[src/rtl/cmp_seq_ctrl.sv]
// cmp_seq_ctrl: compares two WIDTH-bit words for equality. It feeds one 2-bit chunk per cycle,
// most significant chunk first, to an external combinational 2-bit equality comparator.
//
// Ports:
//   clk, rst          clock (rising edge), asynchronous active-high reset
//   start             request, accepted only while busy = 0
//   a, b              operands, sampled on the accepting edge
//   busy              high in COMPARE and DONE
//   done              one-cycle result-valid pulse
//   equal             1 = all compared chunks matched (held until the next DONE)
//   mism_idx          index of the most significant mismatching chunk, 0 when equal
//   cmp_in1..cmp_in4  A chunk hi/lo, B chunk hi/lo to the comparator; 0 outside COMPARE
//   cmp_out1          comparator result, 1 = chunks equal
//
// Build option: define CMP_SEQ_EARLY_EXIT_EN to leave COMPARE in the cycle of the first
// mismatch. The default build always compares all chunks; results are identical either way.

module cmp_seq_ctrl #(
  parameter int unsigned WIDTH = 8,
  localparam int unsigned N    = WIDTH / 2,
  localparam int unsigned IDXW = (N > 1) ? $clog2(N) : 1
) (
  input  logic             clk,
  input  logic             rst,
  input  logic             start,
  input  logic [WIDTH-1:0] a,
  input  logic [WIDTH-1:0] b,
  output logic             busy,
  output logic             done,
  output logic             equal,
  output logic [IDXW-1:0]  mism_idx,
  output logic             cmp_in1,
  output logic             cmp_in2,
  output logic             cmp_in3,
  output logic             cmp_in4,
  input  logic             cmp_out1
);

  localparam logic [IDXW-1:0] KMax = IDXW'(N - 1);

  typedef enum logic [1:0] {StIdle, StCompare, StDone} state_e;

  state_e           state_q, state_d;
  logic [WIDTH-1:0] a_q, a_d, b_q, b_d;
  logic [IDXW-1:0]  k_q, k_d;
  logic             flag_q, flag_d;
  logic [IDXW-1:0]  first_q, first_d;
  logic             equal_q, equal_d;
  logic [IDXW-1:0]  mism_idx_q, mism_idx_d;

  // Mismatch bookkeeping including the current cycle's comparator result, so a
  // mismatch in the last compared chunk is visible on the edge that enters DONE.
  logic             flag_now;
  logic [IDXW-1:0]  first_now;
  logic             last_chunk;
  logic [WIDTH-1:0] a_sh, b_sh;

  always_comb begin
    flag_now  = flag_q | ~cmp_out1;
    first_now = (!flag_q && !cmp_out1) ? k_q : first_q;
  end

  always_comb begin
    state_d    = state_q;
    a_d        = a_q;
    b_d        = b_q;
    k_d        = k_q;
    flag_d     = flag_q;
    first_d    = first_q;
    equal_d    = equal_q;
    mism_idx_d = mism_idx_q;
    last_chunk = 1'b0;

    unique case (state_q)
      StIdle: begin
        if (start) begin
          a_d     = a;
          b_d     = b;
          k_d     = KMax;
          flag_d  = 1'b0;
          first_d = '0;
          state_d = StCompare;
        end
      end
      StCompare: begin
        flag_d     = flag_now;
        first_d    = first_now;
        k_d        = k_q - 1'b1;
        last_chunk = (k_q == '0);
`ifdef CMP_SEQ_EARLY_EXIT_EN
        if (!cmp_out1) last_chunk = 1'b1;
`endif
        if (last_chunk) begin
          state_d    = StDone;
          equal_d    = ~flag_now;
          mism_idx_d = flag_now ? first_now : '0;
        end
      end
      StDone: begin
        state_d = StIdle;
      end
      default: begin
        state_d = StIdle;
      end
    endcase
  end

  always_ff @(posedge clk or posedge rst) begin
    if (rst) begin
      state_q    <= StIdle;
      a_q        <= '0;
      b_q        <= '0;
      k_q        <= '0;
      flag_q     <= 1'b0;
      first_q    <= '0;
      equal_q    <= 1'b0;
      mism_idx_q <= '0;
    end else begin
      state_q    <= state_d;
      a_q        <= a_d;
      b_q        <= b_d;
      k_q        <= k_d;
      flag_q     <= flag_d;
      first_q    <= first_d;
      equal_q    <= equal_d;
      mism_idx_q <= mism_idx_d;
    end
  end

  // Chunk k sits at bits [2k+1:2k]; shifting by {k, 0} brings it to [1:0].
  always_comb begin
    a_sh     = a_q >> {k_q, 1'b0};
    b_sh     = b_q >> {k_q, 1'b0};
    cmp_in1  = (state_q == StCompare) & a_sh[1];
    cmp_in2  = (state_q == StCompare) & a_sh[0];
    cmp_in3  = (state_q == StCompare) & b_sh[1];
    cmp_in4  = (state_q == StCompare) & b_sh[0];
    busy     = (state_q != StIdle);
    done     = (state_q == StDone);
    equal    = equal_q;
    mism_idx = mism_idx_q;
  end

endmodule

[config.mk]
export PLATFORM = sky130hd
export DESIGN_NAME = cmp_seq_ctrl
export DESIGN_NICKNAME = d
export VERILOG_FILES = /design/src/rtl/cmp_seq_ctrl.sv
export SDC_FILE = /design/constraint.sdc
export NUM_CORES = 1
export LEC_CHECK = 0
export BUFFER_PORTS_ARGS = -buffer_cell sky130_fd_sc_hd__buf_2
export CORE_AREA = 3 3 53 60
export CTS_CLUSTER_SIZE = 12
export DETAILED_ROUTE_END_ITERATION = 10
export DIE_AREA = 0 0 56 63
export PLACE_DENSITY = 0.69
export SYNTH_ARGS = -nofsm -noshare
export SYNTH_HDL_FRONTEND = slang
export SYNTH_SLANG_ARGS = --single-unit
[constraint.sdc]
create_clock -name clk -period 1.6 [get_ports clk]
set_clock_uncertainty 0.2 [all_clocks]
set_input_delay 0.32 -clock clk [delete_from_list [all_inputs] [get_ports clk]]
set_output_delay 0.32 -clock clk [all_outputs]
set_load 0.01 [all_outputs]
==> results of run 1 <==
==> flip-flops by register name (all words and copies together), names as in the netlist <==
register / count
k_q: 2
flag_q: 1
a_q: 8
b_q: 8
state_q: 2
first_q: 2
mism_idx: 2
equal: 1
==> routing by layer <==
metal  part of all wire  track usage  vias to the layer above
li1                   -            -                      417
met1               0.41        0.167                      436
met2               0.53        0.227                       21
met3              0.035       0.0248                        5
met4              0.017       0.0534                        0
met5                  0            0                        -
==> how the worst min path moves through the flow <==
| stage | to | slack [ns] |
|---|---|---|
| after floorplan | a_q[0]$_DFFE_PP0P_ | 0.16 |
| after global placement | b_q[5]$_DFFE_PP0P_ | 0.18 |
| final | b_q[4]$_DFFE_PP0P_ | 0.005 |
| after global routing | b_q[3]$_DFFE_PP0P_ | -0.003 |
| after detailed placement | a_q[7]$_DFFE_PP0P_ | 0.21 |
| after CTS | b_q[4]$_DFFE_PP0P_ | 0.002 |
==> report_power, final <==
| group | total (µW) | switching (µW) | leakage [µW] | internal [µW] |
|---|---|---|---|---|
| logic | 2050 | 706 | 0.000529 | 1340 |
| clock network | 456 | 203 | 0.0000279 | 254 |
| registers | 1240 | 263 | 0.000313 | 978 |
==> metrics by stage <==
step                cells  setup WS, ns   util  power [µW]
floorplan              87       -0.0260      -        2150
global placement      151        -0.294  0.519        2500
detailed placement    151        -0.310  0.519        2560
CTS                   162        -0.588  0.584        3290
global route          171        -0.662  0.662        4000
finish                171        -0.566  0.662        3750
==> cells by family (layout without fill, tap and decap cells) <==
logic type | Yosys count | count (layout) | synth area share
fa+ha+maj | 1 | 1 | 0.0106
compound gates | 16 | 16 | 0.0902
simple gates | 16 | 16 | 0.0796
flops | 26 | 26 | 0.552
buf+inv | 8 | 59 | 0.0382
mux | 20 | 20 | 0.229
==> worst reg2reg max path, delay by kind of cell (launching register included) <==
kind | cells | cell delay [ns]
and+or+nand+nor | 1 | 0.40
DFF | 1 | 0.43
muxes | 1 | 0.30
buffers and inverters | 3 | 0.49
==> cell type report <==
cell class	count	area share
clock inverters	1	0.0168
multi-input cells	53	0.329
clock buffers	3	0.0126
inverters	5	0.0105
well taps	33	0.0231
flip-flops and latches	26	0.364
repair buffers	50	0.244
==> cell usage in the layout (no fill, tap or decap), types with 2 or more instances in the layout <==
| cell | count |
|---|---|
| dfrtp_1 | 25 |
| buf_2 | 22 |
| mux2_4 | 16 |
| buf_6 | 15 |
| dlygate4sd3_1 | 5 |
| buf_4 | 5 |
| nand2_1 | 4 |
| inv_1 | 4 |
| mux4_2 | 4 |
| and2_4 | 4 |
| o21ai_0 | 3 |
| o21ai_1 | 3 |
| clkbuf_4 | 3 |
| nor2_1 | 2 |
| a22oi_1 | 2 |
| o21bai_1 | 2 |
| clkbuf_16 | 2 |
==> what timing repair did <==
item                                    CTS  global route
resized for setup                        14            28
hold buffers                              3             2
endpoints found under the hold margin    28             2
pin swaps                                 3             6
setup buffers                             4             5
gates cloned                              0             3
endpoints found under the setup margin    9            27
==> summary.txt, run 1 <==
Status
  • Status: finished, violations left
  • Failing checks: setup timing

Global routing
  • Antenna violations before repair: 0
  • First-pass GRT wire length: 3760 µm
  • Pin count of the biggest net entering global routing: 27
  • Gr usage total: 0.134
  • Grt ovf: 0
  • Vias in the first global route: approximately 850

Logic synthesis
  • Sequential element share of the synthesized area: 0.552
  • Distinct cell type count after synthesis: 26
  • Post-synth EDFFs: 0
  • Synth warnings: 0
  • Post-synth top area share: 0.552
  • Yosys top cell by area: dfrtp_1
  • Asr flop ratio synth: 1.00
  • Synthesized flop and latch total: 26
  • Mean Syn Cell Area: between 10 and 15 µm²
  • Post-synth top flop: dfrtp_1
  • Ranking of synthesized cells by area: dfrtp_1 55%, mux2_2 12%, mux4_2 7.6%, mux2_1 2.9%, o21ai_0 2.5%
  • Syn nets: 108
  • Synth Instances: between 80 and 90
  • Synth Cell Area: 1180 µm²
  • Most frequent cell after synthesis: dfrtp_1
  • Commonest cells post-synth: 26 x dfrtp_1, 13 x mux2_2, 6 x o21ai_0

Flow run
  • Max_cap viols: 0

Clock tree
  • H-tree Lvls: 1
  • Root Buffer: clkbuf_4
  • CTS tree: built
  • Clock tree sinks: 26
  • Maximum root-to-sink buffer count: 2
  • CTS Buf Count: 3
  • Clock slew at reported path FFs: approximately 0.15 ns
  • Clock latency on the worst-skew pair: 0.33 ns

Critical path
  • Crit path to: cmp_in4
  • Worst Path Required: between 1 and 1.5 ns
  • Crit path DAT: 1.65 ns
  • CP Capture Type: output pin
  • Largest stage delay, worst path: 0.53 ns
  • CP cell instances: mux4_2, and2_4, buf_6
  • Slowest stage cell, crit path: mux4_2
  • CP bufs+invs: 1
  • Cells on worst reg2reg path: 5
  • Crit path kind: register to output pin
  • Worst path depth: 3
  • Reg2reg end: a_q[3]$_DFFE_PP0P_
  • Crit path launch type: register
  • Crit. Startpoint: k_q[0]$_DFFE_PP0P_
  • Critical path fanouts, max: 7
  • Top delay family on crit path: multiplexers
  • Worst R2R Setup Slack: -0.33 ns
  • Worst reg2reg startpoint: state_q[1]$_DFFE_PP0P_

Drt
  • Initial DRC count: 14
  • Final ANT Viol Nets: 0
  • Drt first pass iters: 4
  • Via count: 879
  • Final wirelength: 2660 µm
  • DR vias/cell: around 5
  • DR WL/cell: 15.5 µm
  • DRC viols: 0

Timing
  • Peak Freq: approximately 460 MHz
  • Endpoints failing setup: 30
  • Final setup margin: -0.566 ns
  • Final Max Tran Viols: 0
  • RSZ-0062 raised after global routing: true
  • Worst slew pin tran: between 0.4 and 0.5 ns
  • Final hold violations: 0
  • Minimum clock period: 2.17 ns
  • Tcrit/Tclk final: 1.35
  • Relative slew slack: 0.715
  • Setup TNS: -8.40 ns
  • Hold_ws: 0.00513 ns

Cells and area
  • Register area: around 650 µm²
  • Final instance area: roughly 1800 µm²
  • Ant. Diodes: 0
  • Layout cell share with drive strength beyond 1: 0.601
  • Multi-input logic area: 588 µm²
  • Fillers: 220
  • Total Nets Final: 160
  • Synth-to-layout area growth: 51.8%

Floorplanning
  • Initial Util: 0.436
  • I/O pin cnt: 29
  • Cell Rows: 20
  • DIE AREA: approximately 3500 µm²
  • Core Area: between 2000 and 3000 µm²
  • Die height: 63 µm
  • Die Wd: 56 µm

Placed design
  • DPL Wire Length: 1550 µm
  • DP Area: 1400 µm²
  • IO buf count: 28
  • GPL Wtd Cong: roughly 0.80

Worst hold path
  • Min-delay src: b[4]
  • Hold Path Cell Cnt: 2
  • Hold WC Path Type: primary input to register

Pwr
  • Worst vdd ir: about 1.3 mV
  • Pleak: 0.000870 µW
  • Pwr Density: 2090 nW/µm²
(Power assumes the default switching activity.)
==> run 2, diff against run 1 <==
==> config.mk (replaced) <==
export PLATFORM = sky130hd
export DESIGN_NAME = cmp_seq_ctrl
export DESIGN_NICKNAME = d
export VERILOG_FILES = /design/src/rtl/cmp_seq_ctrl.sv
export SDC_FILE = /design/constraint.sdc
export NUM_CORES = 1
export LEC_CHECK = 0
export CORE_AREA = 3 3 49 55
export CTS_CLUSTER_SIZE = 12
export DETAILED_ROUTE_END_ITERATION = 10
export DIE_AREA = 0 0 52 58
export DONT_BUFFER_PORTS = 1
export PLACE_DENSITY = 0.69
export SYNTH_ARGS = -nofsm -noshare
export SYNTH_HDL_FRONTEND = slang
export SYNTH_SLANG_ARGS = --single-unit
==> run 2 against run 1 <==
Compared with the run above: combinational power decreased by 14%; hold slack better by 0.055 ns; the flow still finishes with violations (setup timing); non-clock buffer count decreased by 17; final area decreased by 4.5%; routed wire length increased by 7.8%; via count fell by 3.9%; setup slack better by 0.10 ns; register-to-register slack improved by 0.11 ns.
==> summary.txt, run 2 (synthesis results as in run 1) <==
Timing
  • Relative slew slack: 0.775 (was 0.715)
  • Peak Freq: 484 MHz (was 462 MHz)
  • RSZ-0062 raised after global routing: true (unchanged)
  • Worst slew pin tran: 0.334 ns (was 0.427 ns)
  • Endpoints failing setup: 26 (was 30)
  • Final setup margin: -0.464 ns (was -0.566 ns)
  • Minimum clock period: 2.06 ns (was 2.17 ns)
  • Final Max Tran Viols: 0 (unchanged)
  • Final hold violations: 0 (unchanged)
  • Tcrit/Tclk final: 1.29 (was 1.35)

Clock tree
  • Clock tree sinks: 26 (unchanged)
  • Clock latency on the worst-skew pair: 0.32 ns (was 0.33 ns)
  • CTS Buf Count: 3 (unchanged)
  • Clock slew at reported path FFs: 0.14 ns (was 0.15 ns)
  • Root Buffer: clkbuf_4 (unchanged)
  • Maximum root-to-sink buffer count: 2 (unchanged)
  • CTS tree: built (unchanged)
  • H-tree Lvls: 1 (unchanged)

Cells and area
  • Most common cell after layout, fill and taps aside: dfrtp_1 (unchanged)
  • Fillers: 131 (was 220)
  • Most frequent cells in the layout: 24 x dfrtp_1, 18 x dlygate4sd3_1, 16 x mux2_4, 7 x buf_6, 5 x buf_4 (was 25 x dfrtp_1, 22 x buf_2, 16 x mux2_4, 15 x buf_6)
  • Layout cell share with drive strength beyond 1: 0.438 (was 0.601)
  • Biggest regs: a_q (8), b_q (8) (unchanged)
  • Total Nets Final: 143 (was 160)
  • Synth-to-layout area growth: 44.9% (was 51.8%)
  • Post-Route Utilization: 0.766 (was 0.662)
  • Ant. Diodes: 0 (unchanged)
  • Post-Layout Cell Count: 151 (was 171)

Floorplanning
  • I/O pin cnt: 29 (unchanged)
  • Cell Rows: 18 (was 20)
  • Initial Util: 0.529 (was 0.436)
  • DIE AREA: 3020 µm² (was 3530 µm²)
  • Die height: 58 µm (was 63 µm)
  • Die Wd: 52 µm (was 56 µm)
  • Core Area: 2230 µm² (was 2700 µm²)

Global routing
  • Routing usage on met3: 0.0617 (was 0.0248)
  • Antenna violations before repair: 0 (unchanged)
  • GRT Max-Usage Layer: met2 (unchanged)
  • Vias in the first global route: 851 (was 848)
  • Gr usage total: 0.175 (was 0.134)
  • Grt ovf: 0 (unchanged)
  • Pin count of the biggest net entering global routing: 27 (unchanged)
  • M1 GR Usage: 0.217 (was 0.167)
  • Met2 Use GR: 0.302 (was 0.227)
  • First-pass GRT wire length: 3910 µm (was 3760 µm)

Pwr
  • Pwr Density: 2050 nW/µm² (was 2090 nW/µm²)
  • Worst vdd ir: 1.41 mV (was 1.28 mV)
  • Total power: 3500 µW (was 3750 µW)
  • Pleak: 0.000779 µW (was 0.000870 µW)

Drt
  • DR WL/cell: 19.0 µm (was 15.5 µm)
  • Drt first pass iters: 4 (unchanged)
  • DRC viols: 0 (unchanged)
  • Initial DRC count: 16 (was 14)
  • Via count: 845 (was 879)
  • Final ANT Viol Nets: 0 (unchanged)
  • DR vias/cell: 5.60 (was 5.14)
  • Final wirelength: 2860 µm (was 2660 µm)

Worst hold path
  • Min-delay src: start (was b[4])
  • Hold WC Path Type: primary input to register (unchanged)

Critical path
  • Crit path kind: register to output pin (unchanged)
  • Crit. Startpoint: k_q[0]$_DFFE_PP0P_ (unchanged)
  • Worst Path Required: 1.08 ns (about the same)
  • Largest stage delay, worst path: 0.54 ns (was 0.53 ns)
  • Worst reg2reg startpoint: k_q[0]$_DFFE_PP0P_ (was state_q[1]$_DFFE_PP0P_)
  • Crit path DAT: 1.54 ns (was 1.65 ns)
  • Crit path launch type: register (unchanged)
  • CP cell instances: mux4_2, and2_4 (was mux4_2, and2_4, buf_6)
  • Slowest stage cell, crit path: mux4_2 (unchanged)
  • CP Capture Type: output pin (unchanged)
  • Critical path fanouts, max: 5 (was 7)

Placed design
  • DPL Wire Length: 1530 µm (was 1550 µm)
  • IO buf count: 0 (was 28)
  • Worst slack, placed: -0.165 ns (was -0.310 ns)
  • GPL Wtd Cong: 0.758 (was 0.799)
  • Placed instance count: 119 (was 151)

Status
  • Status: finished, violations left (unchanged)
  • Failing checks: setup timing (unchanged)

Flow run
  • Max_cap viols: 0 (unchanged)
run 2: path summary, 6_finish.rpt:
kind / to / slack, ns / depth (start not counted)
worst min register to register: a_q[4]$_DFFE_PP0P_ / 0.33 / 1
worst max-delay path: cmp_in3 / -0.46 / 2
max in group asynchronous: state_q[0]$_DFFE_PP0P_ / 0.67 / 3
worst max register to register: equal$_DFFE_PP0P_ / -0.22 / 9
worst min-delay path: first_q[1]$_DFFE_PP0P_ / 0.06 / 2
min in group asynchronous: b_q[1]$_DFFE_PP0P_ / 0.27 / 3
run 2: timing repair:
action                                 CTS  global route
gates resized for setup                  7            27
setup endpoints to repair                9            26
gates cloned                             0             3
pin swaps                                3             3
endpoints found under the hold margin   43             0
hold buffers                            18             0
setup buffers                            3             5
run 2: worst max-delay path: cells and delay by family, from the launching register on:
family / cells / cell delay [ns]
muxes: 1 / 0.54
DFF: 1 / 0.49
and+or+nand+nor: 1 / 0.19
run 2: report_power, final:
part           total (µW)  internal (µW)  switching, µW
combinational        1770           1120            648
sequential           1290            981            306
clock                 449            253            195
total                3500           2350           1150
run 2: metrics by stage:
step | instance area (µm²) | hold slack [ns] | TNS [ns]
floorplan | 1190 | 0.160 | -0.104
global placement | 1250 | 0.0802 | -0.532
detailed placement | 1250 | 0.0830 | -0.690
CTS | 1530 | 0.0553 | -2.25
global route | 1710 | 0.0463 | -4.85
finish | 1710 | 0.0599 | -3.58
run 2: final cells by class:
| cell class | instances | area, µm² | share of cell area |
|---|---|---|---|
| sequential | 26 | 653 | 0.382 |
| clock buffer | 3 | 22.5 | 0.0132 |
| tap | 30 | 37.5 | 0.0220 |
| clock inverter | 1 | 30.0 | 0.0176 |
| inverter | 5 | 18.8 | 0.0110 |
| timing repair buffer | 33 | 367 | 0.215 |
| multi-input combinational | 53 | 579 | 0.339 |
run 2: routing by layer:
metal / part of all wire / wire length [µm]
met4: 0 / 0
met1: 0.37 / 1070
met5: 0 / 0
met3: 0.061 / 174
met2: 0.56 / 1620
